[config.mk]
export PLATFORM = sky130hd
export DESIGN_NAME = int_ctrl
export DESIGN_NICKNAME = d
export VERILOG_FILES = /design/src/rtl/int_ctrl_pkg.sv /design/src/rtl/int_ctrl_irq_prio_enc.sv /design/src/rtl/int_ctrl.sv
export SDC_FILE = /design/constraint.sdc
export NUM_CORES = 1
export LEC_CHECK = 0
export CORE_MARGIN = 10
export CORE_UTILIZATION = 49
export DETAILED_ROUTE_END_ITERATION = 7
export PLACE_DENSITY = 0.87
export SYNTH_ARGS = -nofsm -noshare
export SYNTH_HDL_FRONTEND = slang
export SYNTH_HIERARCHICAL = 1
export SYNTH_SLANG_ARGS = --single-unit
export TNS_END_PERCENT = 100
[constraint.sdc]
create_clock -name clk -period 5.6 [get_ports clk]
set_clock_uncertainty 0.05 [all_clocks]
set_input_delay 0.56 -clock clk [delete_from_list [all_inputs] [get_ports clk]]
set_output_delay 0.56 -clock clk [all_outputs]
set_load 0.03 [all_outputs]
[src/rtl/int_ctrl_pkg.sv]
// Shared CP0 definitions for the exception/interrupt controller:
// register numbers, exception codes and controller state encoding.
package int_ctrl_pkg;

  localparam logic [4:0] CP0_STATUS = 5'd12;
  localparam logic [4:0] CP0_CAUSE  = 5'd13;
  localparam logic [4:0] CP0_EPC    = 5'd14;

  localparam logic [4:0] EXC_INT = 5'd0;
  localparam logic [4:0] EXC_SYS = 5'd8;

  typedef enum logic {
    RUN   = 1'b0,
    REDIR = 1'b1
  } state_t;

endpackage

[src/rtl/int_ctrl_irq_prio_enc.sv]
// Fixed-priority encoder: the highest-index asserted request wins.
// Returns a one-hot grant and a flag telling whether any request was set.
module irq_prio_enc #(
  parameter int N = 3
) (
  input  logic [N-1:0] req,
  output logic         valid,
  output logic [N-1:0] grant
);

  // above[k] is set when any request at index >= k is asserted
  logic [N:0] above;

  assign above[N] = 1'b0;

  generate
    for (genvar gi = 0; gi < N; gi++) begin : g_chain
      assign above[gi] = above[gi+1] | req[gi];
      assign grant[gi] = req[gi] & ~above[gi+1];
    end
  endgenerate

  assign valid = above[0];

endmodule

[src/rtl/int_ctrl.sv]
// Coprocessor-0 style exception/interrupt controller: owns Status, Cause
// and EPC, and issues one-cycle PC redirects to the trap vector or to EPC.
module int_ctrl
  import int_ctrl_pkg::*;
#(
  parameter int          NIRQ         = 3,
  parameter logic [31:0] HANDLER_ADDR = 32'h0000_0800
) (
  input  logic            clk,
  input  logic            rst,
  input  logic [NIRQ-1:0] irq,
  input  logic            inst_valid,
  input  logic [31:0]     pc,
  input  logic            syscall,
  input  logic            eret,
  input  logic            mtc0,
  input  logic            mfc0,
  input  logic [4:0]      cp0_sel,
  input  logic [31:0]     wdata,
  output logic [31:0]     rdata,
  output logic            redirect,
  output logic [31:0]     redirect_pc,
  output logic            flush,
  output logic            int_en
);

  state_t          state_reg, state_next;
  logic            ie_reg, ie_next;
  logic [NIRQ-1:0] mask_reg, mask_next;
  logic [NIRQ-1:0] pending_reg, pending_next, pending_clr;
  logic [NIRQ-1:0] irq_q_reg;
  logic [4:0]      exc_reg, exc_next;
  logic [31:0]     epc_reg, epc_next;
  logic [31:0]     redirect_pc_reg, redirect_pc_next;

  logic            int_gate;
  logic            int_take;
  logic [NIRQ-1:0] int_grant;

  // mfc0 has no side effects; reads are purely combinational from cp0_sel
  logic unused_mfc0;
  assign unused_mfc0 = mfc0;

  assign int_gate = ie_reg & inst_valid & (state_reg == RUN) & ~syscall & ~eret;

  irq_prio_enc #(.N(NIRQ)) u_prio (
    .req   (pending_reg & mask_reg & {NIRQ{int_gate}}),
    .valid (int_take),
    .grant (int_grant)
  );

  always_comb begin
    state_next       = state_reg;
    ie_next          = ie_reg;
    mask_next        = mask_reg;
    pending_clr      = '0;
    exc_next         = exc_reg;
    epc_next         = epc_reg;
    redirect_pc_next = redirect_pc_reg;

    if (state_reg == REDIR) begin
      state_next = RUN;
    end else if (inst_valid) begin
      if (syscall || int_take) begin
        state_next       = REDIR;
        epc_next         = pc + 32'd4;
        exc_next         = syscall ? EXC_SYS : EXC_INT;
        ie_next          = 1'b0;
        redirect_pc_next = HANDLER_ADDR;
        pending_clr      = int_grant;
      end else if (eret) begin
        state_next       = REDIR;
        ie_next          = 1'b1;
        redirect_pc_next = epc_reg;
      end else if (mtc0) begin
        case (cp0_sel)
          CP0_STATUS: begin
            ie_next   = wdata[0];
            mask_next = wdata[8 +: NIRQ];
          end
          CP0_CAUSE: pending_clr = wdata[8 +: NIRQ];
          CP0_EPC:   epc_next    = wdata;
          default:   ;
        endcase
      end
    end

    // a new edge in the same cycle beats any clear
    pending_next = (pending_reg & ~pending_clr) | (irq & ~irq_q_reg);
  end

  always_ff @(posedge clk or posedge rst) begin
    if (rst) begin
      state_reg       <= RUN;
      ie_reg          <= 1'b0;
      mask_reg        <= '0;
      pending_reg     <= '0;
      irq_q_reg       <= '0;
      exc_reg         <= EXC_INT;
      epc_reg         <= '0;
      redirect_pc_reg <= '0;
    end else begin
      state_reg       <= state_next;
      ie_reg          <= ie_next;
      mask_reg        <= mask_next;
      pending_reg     <= pending_next;
      irq_q_reg       <= irq;
      exc_reg         <= exc_next;
      epc_reg         <= epc_next;
      redirect_pc_reg <= redirect_pc_next;
    end
  end

  always_comb begin
    rdata = '0;
    case (cp0_sel)
      CP0_STATUS: begin
        rdata[0]         = ie_reg;
        rdata[8 +: NIRQ] = mask_reg;
      end
      CP0_CAUSE: begin
        rdata[8 +: NIRQ] = pending_reg;
        rdata[6:2]       = exc_reg;
      end
      CP0_EPC: rdata = epc_reg;
      default: ;
    endcase
  end

  assign redirect    = (state_reg == REDIR);
  assign flush       = redirect;
  assign redirect_pc = redirect_pc_reg;
  assign int_en      = ie_reg;

endmodule

After elaboration in Yosys (flattened, before gate mapping)

Index checks and enable logic that the tools add are counted.

$add $sub $neg: 1
Multipliers: 0
Div/mod/pow operators: 0
$lt $le $gt $ge: 0
Eq/ne operators: 4
Shift operators: 0
Multiplexer cells: 27
Bitwise gates (word level): 21
Reductions and logical operators: 11

Operator list:

| operator                                                                 | count |
|---|---|
| 32-bit two-way mux                                                       | 6 |
| 32-bit by 3-bit adder with 32-bit output (second input constant)         | 1 |
| 21-bit two-way mux                                                       | 1 |
| 3-bit two-way mux                                                        | 6 |
| 5-bit by 4-bit == test with 1-bit output (second input constant)         | 3 |
| 3-bit AND                                                                | 4 |
| 1-bit two-way mux                                                        | 10 |
| 5-bit case mux with 2 select lines                                       | 1 |
| 3-bit case mux with 3 select lines                                       | 1 |
| 1-bit AND                                                                | 6 |
| 1-bit NOT                                                                | 6 |
| 3-bit NOT                                                                | 2 |
| 3-bit AND reduction                                                      | 2 |
| 6-bit AND reduction                                                      | 1 |
| 2-bit nonzero test                                                       | 3 |
| 3-bit nonzero test                                                       | 2 |
| 5-bit AND reduction                                                      | 1 |
| 4-bit two-way mux                                                        | 1 |
| 4-bit AND reduction                                                      | 1 |
| 3-bit OR                                                                 | 1 |
| 2-bit by 1-bit inequality test with 1-bit output (second input constant) | 1 |
| 1-bit OR                                                                 | 2 |
| 1-bit case mux with 2 select lines                                       | 1 |
| 1-bit logical OR                                                         | 1 |

Register bits after elaboration: 80
Bits in latches: 0
Bits in writable memories: 0
ROM bits: 0
Input bits: 79
Output and inout port bits: 67
Logic and storage cells: 72
Memories kept: 0

Depth between registers and ports, before layout

Depth in word-level cells: 14
Gate-level depth with buffers: 12
Depth with buffers taken out: 10

Cells and area by module

The synthesis kept the hierarchy.

Modules (own cells, without submodules):

| module       | times used | cells an instance | area each (um^2) |
|---|---|---|---|
| int_ctrl     | 1          | 403               | 3978.8 |
| irq_prio_enc | 1          | 4                 | 27.5 |

Least setup slack after synthesis

OpenSTA, ideal clock, no wires.

Path type: in2reg
Start point: in inst_valid
End point: reg mask_reg[0]
Data arrival time: 2.649 ns
Setup slack: 2.776 ns
Cell stages on the path: 9
Buffers on the path: 1
Cell sequence: nor2b_1 clkbuf_1 nand3_1 nor2_1 or3_1 nor2_1 and4b_1 and2_1 mux2_2

Longest elaborated chain between the ends: 10

Ends and longest elaborated chain:

| item                                     | line                        | source |
|---|---|---|
| start, declared                          | int_ctrl.sv:12              | `input logic inst_valid,` |
| 1-bit AND (*) (4 in a row)               | int_ctrl.sv:44              | `assign int_gate = ie_reg & inst_valid & (state_reg == RUN) & ~syscall & ~eret;` |
| 3-bit AND (*)                            | int_ctrl.sv:47              | `.req (pending_reg & mask_reg & {NIRQ{int_gate}}),` |
| 1-bit OR                                 | int_ctrl_irq_prio_enc.sv:18 | `assign above[gi] = above[gi+1] \| req[gi];` |
| 1-bit OR (*)                             | int_ctrl_irq_prio_enc.sv:18 |  |
| named net int_take                       | int_ctrl.sv:37              | `logic int_take;` |
| 1-bit logical OR (*)                     | int_ctrl.sv:64              | `if (syscall \|\| int_take) begin` |
| 1-bit NOT (no source line) (*)           | -                           |  |
| 6-bit AND reduction (no source line) (*) | -                           |  |
| end signal, assigned                     | int_ctrl.sv:105             | `mask_reg <= mask_next;` |
| end, declared                            | int_ctrl.sv:29              | `logic [NIRQ-1:0] mask_reg, mask_next;` |

Mark *: on every way through the listed nets, which the timed path passes. The rest lies on a longest branch.
A chain may end at the register's enable or synchronous reset.

Worst setup path in the final report

Start point: in inst_valid
End point: reg epc_reg[22]

Longest elaborated chain between the ends: 10
Elaborated cells between the ends (all ways): 13
Classes of those cells: eq/ne: 1; mux: 1; bitwise: 7; reduce/logical: 4

Ends and longest elaborated chain:

| item                                                                                                           | line                        | source |
|---|---|---|
| 1-bit AND (*) (4 in a row)                                                                                     | int_ctrl.sv:44              |  |
| 3-bit AND (*)                                                                                                  | int_ctrl.sv:47              |  |
| 1-bit OR                                                                                                       | int_ctrl_irq_prio_enc.sv:18 |  |
| 1-bit OR (*)                                                                                                   | int_ctrl_irq_prio_enc.sv:18 |  |
| named net int_take                                                                                             | int_ctrl.sv:37              |  |
| 1-bit logical OR (*)                                                                                           | int_ctrl.sv:64              |  |
| 2-bit by 1-bit inequality test with 1-bit output (no source line) / 2-bit nonzero test (equally long branches) | -                           |  |
| 5-bit AND reduction (no source line)                                                                           | -                           |  |
| end signal, assigned                                                                                           | int_ctrl.sv:109             | `epc_reg <= epc_next;` |
| end, declared                                                                                                  | int_ctrl.sv:33              | `logic [31:0] epc_reg, epc_next;` |

Marks and branches as above.

==> impl_metrics.ini <==
[finish]
stdcell_count = 650
area_delta_synth_final_pct = 42.3
fin_area_um2 = 5700
fin_nets = 623
n_fill_cell = 590
num_antenna_cells = 0
final_core_util_pct = 72.6
drive_gt1_share_pct = 7.12

[setup_path]
start_kind = primary input
critPathMaxFanout = 34
r2r-start = flush
rr_endpoint = epc_reg[22]
worstSetupEndpointType = register
cp_data_required_time_ns = 5.78
r2r_slack_ns = 2.06
arrival_ns = 3.98
critical_path_class = in -> reg
reg2regPathDepth = 11

[sta]
worst_slack_ns = 1.80
finalHoldViolations = 0
finalMaxSlewViolations = 0
period_minus_slack_ns = 3.80
tightest_slew_ns = 1.20
fin_crit_sh_pct = 67.8
max_clock_freq_mhz = 263
rsz0062_at_grt = false
relSlewSlack_pct = 19.8
tns_ns = 0
fin_hold_ws_ns = 0.379
setup_viol = 0

[clock_tree]
cts_root_buf = clkbuf_8
cts.sinks = 76
ctsResizeCount = 0
cts.path.max_buffers = 2
cts_setup_buffers = 0
clk_pin_slew_ns = 0.09
hold_buffers = 0
htreeDepth = 3
cts_buffers = 9
clock_latency_ns = 0.36
cts_tree = built

[routing]
ant_nets = 0
drcViolationCount = 0
vias = 3739
dr.pass1.iters = 7
drtIter0Drc = 267
totalWireLength_um = 13100
drt-wirelength-per-cell_um = 20.2
routed_via_density = 5.75

[power]
power.density_nw_per_um2 = 252
ir_worst_vdd_v = 0.000163
power_mw = 1.44
p_leak_nw = 2.41

[synth]
ys_ff_latch = 76
synth_edf_count = 0
syn_avg_cell_area_um2 = 9.84
netlist_instances = 407
synth-seq-area-share_pct = 47.5
syn_area_um2 = 4010
ys_types = 47
synth_ff_type = dfrtp_1
async_reset_ff_share_pct = 100
yosysWarnings = 6
syn-num-nets = 487

[global_route]
grt_usage_pct = 20.5
grt_pass1_wl_um = 20500
grt_overflow_total = 0
grt_pass1_vias = 3795
grt_max_degree = 77
antenna_found_initial = 0

[job]
max_cap_violations = 0

[hold_path]
hp-start = irq_q_reg[0]
hold_end = pending_reg[0]
hp-class = reg -> reg
holdPathStages = 1

[status]
status = completed

[placement]
post_dp_cell_area_um2 = 5520
pre_cts_slack_ns = 1.56
io_buffers = 144
gp_congestion = 0.857
placedCellCount = 634
dp_hpwl_um = 10100

[floorplanning]
die_y_um = 110
ioPinCount = 146
rows = 32
die_area_um2 = 12200
fp.dieW_um = 110
core_area_um2 = 7850
initial_utilization_pct = 51.1
[area by class of cell]
| class | count | area [µm²] | area share (%) |
|---|---|---|---|
| tap | 102 | 128 | 2.24 |
| clock inverter | 7 | 58.8 | 1.03 |
| clock buffer | 9 | 124 | 2.17 |
| multi-input combinational | 293 | 1950 | 34.3 |
| sequential | 76 | 1900 | 33.4 |
| timing repair buffer | 150 | 1490 | 26.1 |
| inverter | 13 | 48.8 | 0.856 |
[worst max path at each step]
| stage | cells past startpoint | slack, ns | end | start |
|---|---|---|---|---|
| after floorplan | 9 | 2.78 | mask_reg[0] | inst_valid |
| after global placement | 12 | 1.62 | epc_reg[26] | inst_valid |
| after detailed placement | 12 | 1.56 | epc_reg[30] | inst_valid |
| after CTS | 12 | 1.84 | epc_reg[22] | inst_valid |
| after global routing | 12 | 1.55 | epc_reg[28] | inst_valid |
| final | 12 | 1.80 | epc_reg[22] | inst_valid |
[power breakdown]
| group | leakage, nW | internal (mW) | switching, mW | total [mW] |
|---|---|---|---|---|
| sequential | 0.964 | 0.621 | 0.0599 | 0.681 |
| combinational | 1.35 | 0.167 | 0.188 | 0.354 |
| clock | 0.0921 | 0.168 | 0.232 | 0.400 |
[layout by cell type, fill, tap and decap left out, types with 14 or more instances in the layout]
cell type        netlist  final
xor2_1                15     15
nand2_1               42     42
mux2i_1               14     14
a22o_1                33     33
clkdlybuf4s50_1        0    144
and2_1                30     30
nand3_1               19     19
dfrtp_1               76     76
nor2_1                22     22
o21ai_0               32     32
[cell usage after synthesis (2+ instances only)]
master / count / share of area, %
inv_1: 13 / 1.2
nor2b_1: 2 / 0.31
nand4_1: 8 / 1.2
mux2_2: 4 / 1.1
a22o_1: 33 / 7.2
buf_2: 4 / 0.50
nand2_1: 42 / 3.9
a32oi_1: 2 / 0.44
o31ai_1: 2 / 0.37
nor2_1: 22 / 2.1
a21oi_1: 7 / 0.87
o221ai_1: 2 / 0.44
dfrtp_1: 76 / 47
nor4_1: 3 / 0.47
and4_1: 3 / 0.66
buf_4: 2 / 0.37
nor3_1: 5 / 0.62
mux2i_1: 14 / 3.5
o21ai_1: 4 / 0.50
and2_1: 30 / 4.7
nor4_4: 2 / 1.1
a22oi_1: 11 / 2.1
clkbuf_1: 19 / 1.8
o21ai_0: 32 / 4.0
and3_1: 2 / 0.31
xor2_1: 15 / 3.3
xnor2_1: 10 / 2.2
nand3_1: 19 / 2.4
[cells by family after synthesis]
kind of cell	count (synthesis)	share of synthesized area [%]
AO/OA/AOI/OAI	98	17.0
XOR/XNOR	25	5.47
adder cells (fa/ha/maj)	1	0.312
buffers and inverters	38	3.87
flip-flops	76	47.5
multiplexers	18	4.62
AND/OR/NAND/NOR	151	21.3
[critical path, cell delays in order]
cell and delay [ns]:
clkdlybuf4s50_1 0.46, nor2b_1 0.53, nand3_1 0.24, nor2_1 0.28, or3_1 0.16, nor2_1 0.04, buf_4 0.20, o21ai_1 0.12
nand2_1 0.61, buf_4 0.45, a22oi_1 0.21, o21ai_0 0.11
[per-layer routing]
metal,track usage [%],vias to the layer above,wire (µm)
li1,-,1726,-
met1,24.1,1810,5120
met2,33.9,168,6650
met3,6.27,35,897
met4,8.64,0,470
met5,0,-,0
(Power assumes the default switching activity.)
